**config.mk**
```make
export PLATFORM = sky130hd
export DESIGN_NAME = id_stage
export DESIGN_NICKNAME = d
export VERILOG_FILES = /design/src/rtl/id_stage.sv
export SDC_FILE = /design/constraint.sdc
export NUM_CORES = 1
export LEC_CHECK = 0
export CORE_ASPECT_RATIO = 0.7
export CORE_UTILIZATION = 25
export DETAILED_ROUTE_END_ITERATION = 10
export GPL_TIMING_DRIVEN = 0
export REMOVE_ABC_BUFFERS = 1
export SLEW_MARGIN = 30
export SYNTH_ARGS = -nofsm -noshare
export SYNTH_HDL_FRONTEND = slang
export SYNTH_SLANG_ARGS = --single-unit
```
**constraint.sdc**
```tcl
create_clock -name clk -period 21.6 [get_ports clk]
set_clock_uncertainty 0.05 [all_clocks]
set_input_delay 5.4 -clock clk [delete_from_list [all_inputs] [get_ports clk]]
set_output_delay 5.4 -clock clk [all_outputs]
set_load 0.005 [all_outputs]
```
**src/rtl/id_stage.sv**
```systemverilog
// -----------------------------------------------------------------------------
// id_stage : decode stage of the 5-stage LoongArch pipeline.
//
// Latches one instruction from fetch and decodes its register fields. It drives
// the two register-file read ports and forwards in-flight results from
// EX/MEM/WB. It holds the instruction on a load-use hazard. Branches and jumps
// are resolved here, and fetch is redirected through br_taken/br_target.
//
// Ports
//   clk, resetn                  clock, asynchronous active-low reset
//   fs2ds_valid, fs_pc, inst     instruction handshake from fetch
//   ds_allowin                   decode can accept an instruction this cycle
//   br_taken, br_target          one-cycle fetch redirect and its address
//   rf_raddr1/2, rf_rdata1/2     register-file read ports (rj, rk-or-rd)
//   {es,ms,ws}_fwd_valid/_we/_waddr/_wdata
//                                result bypass from EX, MEM and WB
//   es_is_load                   EX holds a load (its es_wdata is not ready)
//   es_allowin                   execute can accept
//   ds2es_valid, ds_pc_o, ds_inst_o, ds_src1, ds_src2
//                                decoded instruction and operands to execute
// -----------------------------------------------------------------------------
module id_stage (
  input  logic        clk,
  input  logic        resetn,
  input  logic        fs2ds_valid,
  output logic        ds_allowin,
  input  logic [31:0] fs_pc,
  input  logic [31:0] inst,
  output logic        br_taken,
  output logic [31:0] br_target,
  output logic [4:0]  rf_raddr1,
  output logic [4:0]  rf_raddr2,
  input  logic [31:0] rf_rdata1,
  input  logic [31:0] rf_rdata2,
  input  logic        es_fwd_valid,
  input  logic        es_we,
  input  logic [4:0]  es_waddr,
  input  logic [31:0] es_wdata,
  input  logic        ms_fwd_valid,
  input  logic        ms_we,
  input  logic [4:0]  ms_waddr,
  input  logic [31:0] ms_wdata,
  input  logic        ws_fwd_valid,
  input  logic        ws_we,
  input  logic [4:0]  ws_waddr,
  input  logic [31:0] ws_wdata,
  input  logic        es_is_load,
  input  logic        es_allowin,
  output logic        ds2es_valid,
  output logic [31:0] ds_pc_o,
  output logic [31:0] ds_inst_o,
  output logic [31:0] ds_src1,
  output logic [31:0] ds_src2
);

  localparam logic [5:0] OP_JIRL = 6'h13;
  localparam logic [5:0] OP_B    = 6'h14;
  localparam logic [5:0] OP_BL   = 6'h15;
  localparam logic [5:0] OP_BEQ  = 6'h16;
  localparam logic [5:0] OP_BNE  = 6'h17;
  localparam logic [9:0] OP_STW  = 10'h0A6;

  // A stage supplies a source when it holds a valid GPR write to that
  // register; r0 writes are never bypassed.
  function automatic logic fwd_hit(input logic       v,
                                   input logic       we,
                                   input logic [4:0] waddr,
                                   input logic [4:0] addr);
    return v & we & (waddr != 5'd0) & (waddr == addr);
  endfunction

  // Youngest producer wins: EX, then MEM, then WB, then the register file.
  function automatic logic [31:0] fwd_sel(input logic [4:0]  addr,
                                          input logic        es_h,
                                          input logic        ms_h,
                                          input logic        ws_h,
                                          input logic [31:0] es_d,
                                          input logic [31:0] ms_d,
                                          input logic [31:0] ws_d,
                                          input logic [31:0] rf_d);
    if (addr == 5'd0) return 32'd0;
    else if (es_h)    return es_d;
    else if (ms_h)    return ms_d;
    else if (ws_h)    return ws_d;
    else              return rf_d;
  endfunction

  logic        vld_p0;
  logic [31:0] pc_p0;
  logic [31:0] inst_p0;

  logic [5:0]  op6;
  logic [4:0]  rj, rk, rd;
  logic [15:0] offs16;
  logic [25:0] offs26;
  logic        is_beq, is_bne, is_b, is_bl, is_jirl, is_stw;
  logic        use_src1, use_src2;
  logic        es_hit1, ms_hit1, ws_hit1;
  logic        es_hit2, ms_hit2, ws_hit2;
  logic        ds_ready_go;
  logic        br_cond;
  logic signed [31:0] off16_s;
  logic signed [31:0] off26_s;

  // ---- stage p0: latched instruction from fetch ----
  always_ff @(posedge clk or negedge resetn) begin
    if (!resetn) begin
      vld_p0  <= 1'b0;
      pc_p0   <= 32'd0;
      inst_p0 <= 32'd0;
    end else if (ds_allowin) begin
      // The word fetched while a redirect is signalled is wrong-path.
      vld_p0 <= fs2ds_valid & ~br_taken;
      if (fs2ds_valid) begin
        pc_p0   <= fs_pc;
        inst_p0 <= inst;
      end
    end
  end

  assign op6    = inst_p0[31:26];
  assign rj     = inst_p0[9:5];
  assign rk     = inst_p0[14:10];
  assign rd     = inst_p0[4:0];
  assign offs16 = inst_p0[25:10];
  assign offs26 = {inst_p0[9:0], inst_p0[25:10]};

  assign is_beq  = (op6 == OP_BEQ);
  assign is_bne  = (op6 == OP_BNE);
  assign is_b    = (op6 == OP_B);
  assign is_bl   = (op6 == OP_BL);
  assign is_jirl = (op6 == OP_JIRL);
  assign is_stw  = (inst_p0[31:22] == OP_STW);

  // Branch compares and stores read rd as their second operand.
  assign rf_raddr1 = rj;
  assign rf_raddr2 = (is_beq | is_bne | is_stw) ? rd : rk;

  // jirl counts as not using src2 even though other opcodes that ignore it
  // are treated as users; that only costs an occasional needless stall.
  assign use_src1 = ~(is_b | is_bl);
  assign use_src2 = ~(is_jirl | is_b | is_bl);

  assign es_hit1 = fwd_hit(es_fwd_valid, es_we, es_waddr, rf_raddr1);
  assign ms_hit1 = fwd_hit(ms_fwd_valid, ms_we, ms_waddr, rf_raddr1);
  assign ws_hit1 = fwd_hit(ws_fwd_valid, ws_we, ws_waddr, rf_raddr1);
  assign es_hit2 = fwd_hit(es_fwd_valid, es_we, es_waddr, rf_raddr2);
  assign ms_hit2 = fwd_hit(ms_fwd_valid, ms_we, ms_waddr, rf_raddr2);
  assign ws_hit2 = fwd_hit(ws_fwd_valid, ws_we, ws_waddr, rf_raddr2);

  assign ds_src1 = fwd_sel(rf_raddr1, es_hit1, ms_hit1, ws_hit1,
                           es_wdata, ms_wdata, ws_wdata, rf_rdata1);
  assign ds_src2 = fwd_sel(rf_raddr2, es_hit2, ms_hit2, ws_hit2,
                           es_wdata, ms_wdata, ws_wdata, rf_rdata2);

  // A load in EX has no data yet; wait one cycle for it to reach MEM.
  assign ds_ready_go = ~((use_src1 & es_hit1 & es_is_load) |
                         (use_src2 & es_hit2 & es_is_load));

  assign ds_allowin  = ~vld_p0 | (ds_ready_go & es_allowin);
  assign ds2es_valid = vld_p0 & ds_ready_go;

  assign off16_s = $signed({{14{offs16[15]}}, offs16, 2'b00});
  assign off26_s = $signed({{4{offs26[25]}}, offs26, 2'b00});

  always_comb begin
    br_cond   = 1'b0;
    br_target = pc_p0 + $unsigned(off16_s);
    case (op6)
      OP_BEQ:  br_cond = (ds_src1 == ds_src2);
      OP_BNE:  br_cond = (ds_src1 != ds_src2);
      OP_B,
      OP_BL: begin
        br_cond   = 1'b1;
        br_target = pc_p0 + $unsigned(off26_s);
      end
      OP_JIRL: begin
        br_cond   = 1'b1;
        br_target = ds_src1 + $unsigned(off16_s);
      end
      default: br_cond = 1'b0;
    endcase
  end

  // Redirect only when the branch actually moves into EX this cycle, so it
  // is raised once and never while stalled or blocked.
  assign br_taken = vld_p0 & ds_ready_go & es_allowin & br_cond;

  assign ds_pc_o   = pc_p0;
  assign ds_inst_o = inst_p0;

endmodule
```
==> flow_metrics.env <==
export IMPL_clkTransAtPathRegs_ns=0.07
export IMPL_ctsLongestPathBuffers=2
export IMPL_clock_tree_from_tritoncts="done"
export IMPL_worst_hold_path_cells=1
export IMPL_power_static_leakage_nw=5.884
export IMPL_finalWirelength_mm=51.51
export IMPL_post_dp_hpwl_mm=41.12
export IMPL_antenna_violating_nets_post_route=0
export IMPL_remaining_drc_errors=0
export IMPL_synth_commonest_cells="177 x nand2_1, 113 x a21oi_1, 76 x o21ai_0, 74 x clkbuf_1, 71 x nor2_1"
export IMPL_crit_path_frequent_cell="a21oi_1"
export IMPL_final_core_util=0.3986
export IMPL_synthesis_area_mm2=0.009505
export IMPL_core_area_mm2=0.03728
export IMPL_final_design_area_no_fill_mm2=0.01486
export IMPL_grt_setup_unrepaired="false"
export IMPL_global_route_usage_total=0.2560
export IMPL_nNetsFinal=1954
export IMPL_crit_reg2reg_capture="vld_p0$_DFFE_PN0N_"
export IMPL_initial_core_util=0.2550
export IMPL_row_count=59
export IMPL_netlist_cell_type_count=70
export IMPL_cp_data_required_time_ns=16.15
export IMPL_timing_hold_worst_endpoint="ds_pc_o[0]$_DFFE_PN0P_"
export IMPL_htree_num_levels=3
export IMPL_synth_seq_cells=65
export IMPL_cellPowerDensity_mw_per_mm2=75.16
export IMPL_netlist_instances=1265
export IMPL_viasPerCell=5.576
export IMPL_wire_per_inst_um=24.04
export IMPL_timing_worst_slew_pin_value_ns=0.9628
export IMPL_grt_start_max_net_pins=59
export IMPL_grt_antenna_before_repair=5
export IMPL_yosysMostFrequentCell="nand2_1"
export IMPL_critical_path_arrival_ns=12.56
export IMPL_syn_mean_instance_area_um2=7.514
export IMPL_io_buffer_count=422
export IMPL_placed_cell_area_mm2=0.01453
export IMPL_synth_to_layout_area_growth_pct=56.31
export IMPL_holdBufCountCts=0
export IMPL_timing_reg2reg_worst_path_depth=19
export IMPL_max_cap_violations=0
export IMPL_worstHoldPathType="register to register"
export IMPL_layout_drive_gt1_share=0.09885
export IMPL_timing_worst_setup_path_type="input pin to output pin"
export IMPL_i_o_pin_count=423
export IMPL_timing_hold_violations_final=0
export IMPL_synth_edff_count=0
export IMPL_worst_skew_pair_late_latency_ns=0.37
export IMPL_outcome="completed"
export IMPL_yosys_area_top_type_share=0.1711
export IMPL_synth_warning_count=0
export IMPL_min_period_ns=18.01
export IMPL_worst_hold_slack_ns=0.5054
export IMPL_num_vias=11949
export IMPL_first_global_vias=11163
export IMPL_vdd_ir_drop_worst_uv=38.57
export IMPL_drt_pass1_iterations=5
export IMPL_sinks_on_clock_net=65
export IMPL_postCtsSetupBuffers=0
export IMPL_synth_sequential_area_ratio=0.1711
export IMPL_yosysTopAreaCell="dfrtp_1"
export IMPL_globalRoute_totalOverflow=0
export IMPL_end_kind="output pin"
export IMPL_maxSlewHeadroom=0.3581
export IMPL_fmax_mhz=55.51
export IMPL_buffers_plus_inverters_on_the_worst_setup_path=7
export IMPL_drt_iter0_drc=979
export IMPL_grt_first_pass_wirelength_mm=73.62
export IMPL_crit_path_max_incr_delay_ns=0.57
export IMPL_cts_repair_resized=0
export IMPL_reg2reg_setup_slack_ns=15.63
export IMPL_die_height_um=165.1
export IMPL_worst_path_dominant_cell_family="compound AO/OA/AOI/OAI gates"
export IMPL_timing_hold_worst_start="ds_pc_o[0]$_DFFE_PN0P_"
export IMPL_routabilityCongestion=0.9083
export IMPL_buffer_cell_driving_the_clock_tree_root="clkbuf_16"
export IMPL_yosys_top_cells_area="dfrtp_1 17%, mux2_2 8.2%, ha_1 7.6%"
export IMPL_n_fill_cell=3764
export IMPL_synth_async_reset_ratio=1.000
export IMPL_die_area_mm2=0.03882
export IMPL_synthFlopType="dfrtp_1"
export IMPL_numCtsBuffers=9
export IMPL_die_x_um=235.1
export IMPL_startpoint_type="input pin"
export IMPL_number_of_setup_violations_in_the_final_report=0
export IMPL_timing_critical_path_slowest_stage_cell="nor4_2"
export IMPL_worst_path_max_fanout=7
export IMPL_post_route_period_util=0.8340
export IMPL_rr_startpoint="ds_inst_o[25]$_DFFE_PN0P_"
export IMPL_maxSlewViolCount=0
[power breakdown]
part / switching [W] / internal [W] / total (W) / leakage (nW)
combinational: 0.000376 / 0.000396 / 0.000773 / 4.99
sequential: 0.0000434 / 0.000143 / 0.000187 / 0.758
clock: 0.0000646 / 0.0000927 / 0.000157 / 0.135
[worst max path at each step]
stage / startpoint / endpoint / slack (ns) / cells after the start
2_1_floorplan: ws_waddr[2] / br_target[30] / 4.52 / 24
3_3_place_gp: ws_waddr[2] / br_target[30] / -0.78 / 26
6_report: ws_waddr[4] / br_target[30] / 3.59 / 29
3_5_place_dp: ws_waddr[4] / br_target[30] / 3.41 / 29
4_1_cts: ws_waddr[4] / br_target[30] / 3.37 / 29
5_1_grt: ws_waddr[4] / br_target[30] / 3.10 / 29
[metal layers]
metal | track usage | wire length [um] | vias up | share of wire
li1 | - | - | 5515 | -
met1 | 0.3530 | 23190 | 5690 | 0.45
met2 | 0.3936 | 22560 | 647 | 0.44
met3 | 0.05003 | 4201 | 95 | 0.082
met4 | 0.09539 | 1542 | 2 | 0.030
met5 | 0.002525 | 13 | - | 0.00025
[cell type report]
type,instances,area (um2),share of cell area
Clock buffer,12,246.5,0.01659
Tap cell,488,610.6,0.04109
Sequential cell,65,1627,0.1095
Timing Repair Buffer,462,4718,0.3176
Antenna cell,6,15.01,0.001011
Inverter,32,120.1,0.008084
Multi-Input combinational cell,1074,7468,0.5027
Clock inverter,4,52.55,0.003537
[worst reg2reg max path, delay by kind of cell (launching register included)]
family	cells	cell delay [ns]
xor+xnor	2	0.47
simple gates	7	1.58
compound gates	5	1.63
flops	1	0.97
buf+inv	5	1.22
[stage by stage]
stage,instances,power [W],setup WS [ns],TNS [ns]
2_1_floorplan,1171,0.0005661,4.519,0
3_3_place_gp,2081,0.0009321,-0.7848,-3.779
3_5_place_dp,2121,0.0009517,3.411,0
4_1_cts,2137,0.001119,3.369,0
5_1_grt,2141,0.001193,3.104,0
6_report,2143,0.001117,3.586,0
[logic make-up after synthesis]
group,after synthesis,share of synthesized area
AOI/OAI and AO/OA,401,0.2747
adders and majority gates,60,0.08056
and+or+nand+nor,444,0.2440
buffers and inverters,126,0.05515
xor gates and xnor gates,96,0.08846
muxes,73,0.08596
DFF,65,0.1711
[flip-flops by register name, indices dropped and copies added, names as in the netlist]
| name | count |
|---|---|
| ds_pc_o | 32 |
| ds_inst_o | 32 |
| vld_p0 | 1 |
[layout by cell type, fill, tap and decap left out, drive strengths merged, types with 8 or more instances in the layout]
cell and instances:
a21o 31, and4 36, clkbuf 12, a21oi 114, o31ai 24, a31oi 29, nor2 71, nand2 177
nand4 18, clkdlybuf4s50 421, xor2 40, and2 9, inv 32, o21ai 77, nor3 24, o21bai 8
xnor2 56, dfrtp 65, nand3 20, or4 34, ha 58, o31a 29, or3 8, o21a 13
buf 41, mux2 69, nor4 10, o311ai 30
Note: power is estimated with default switching activity, not from simulation.
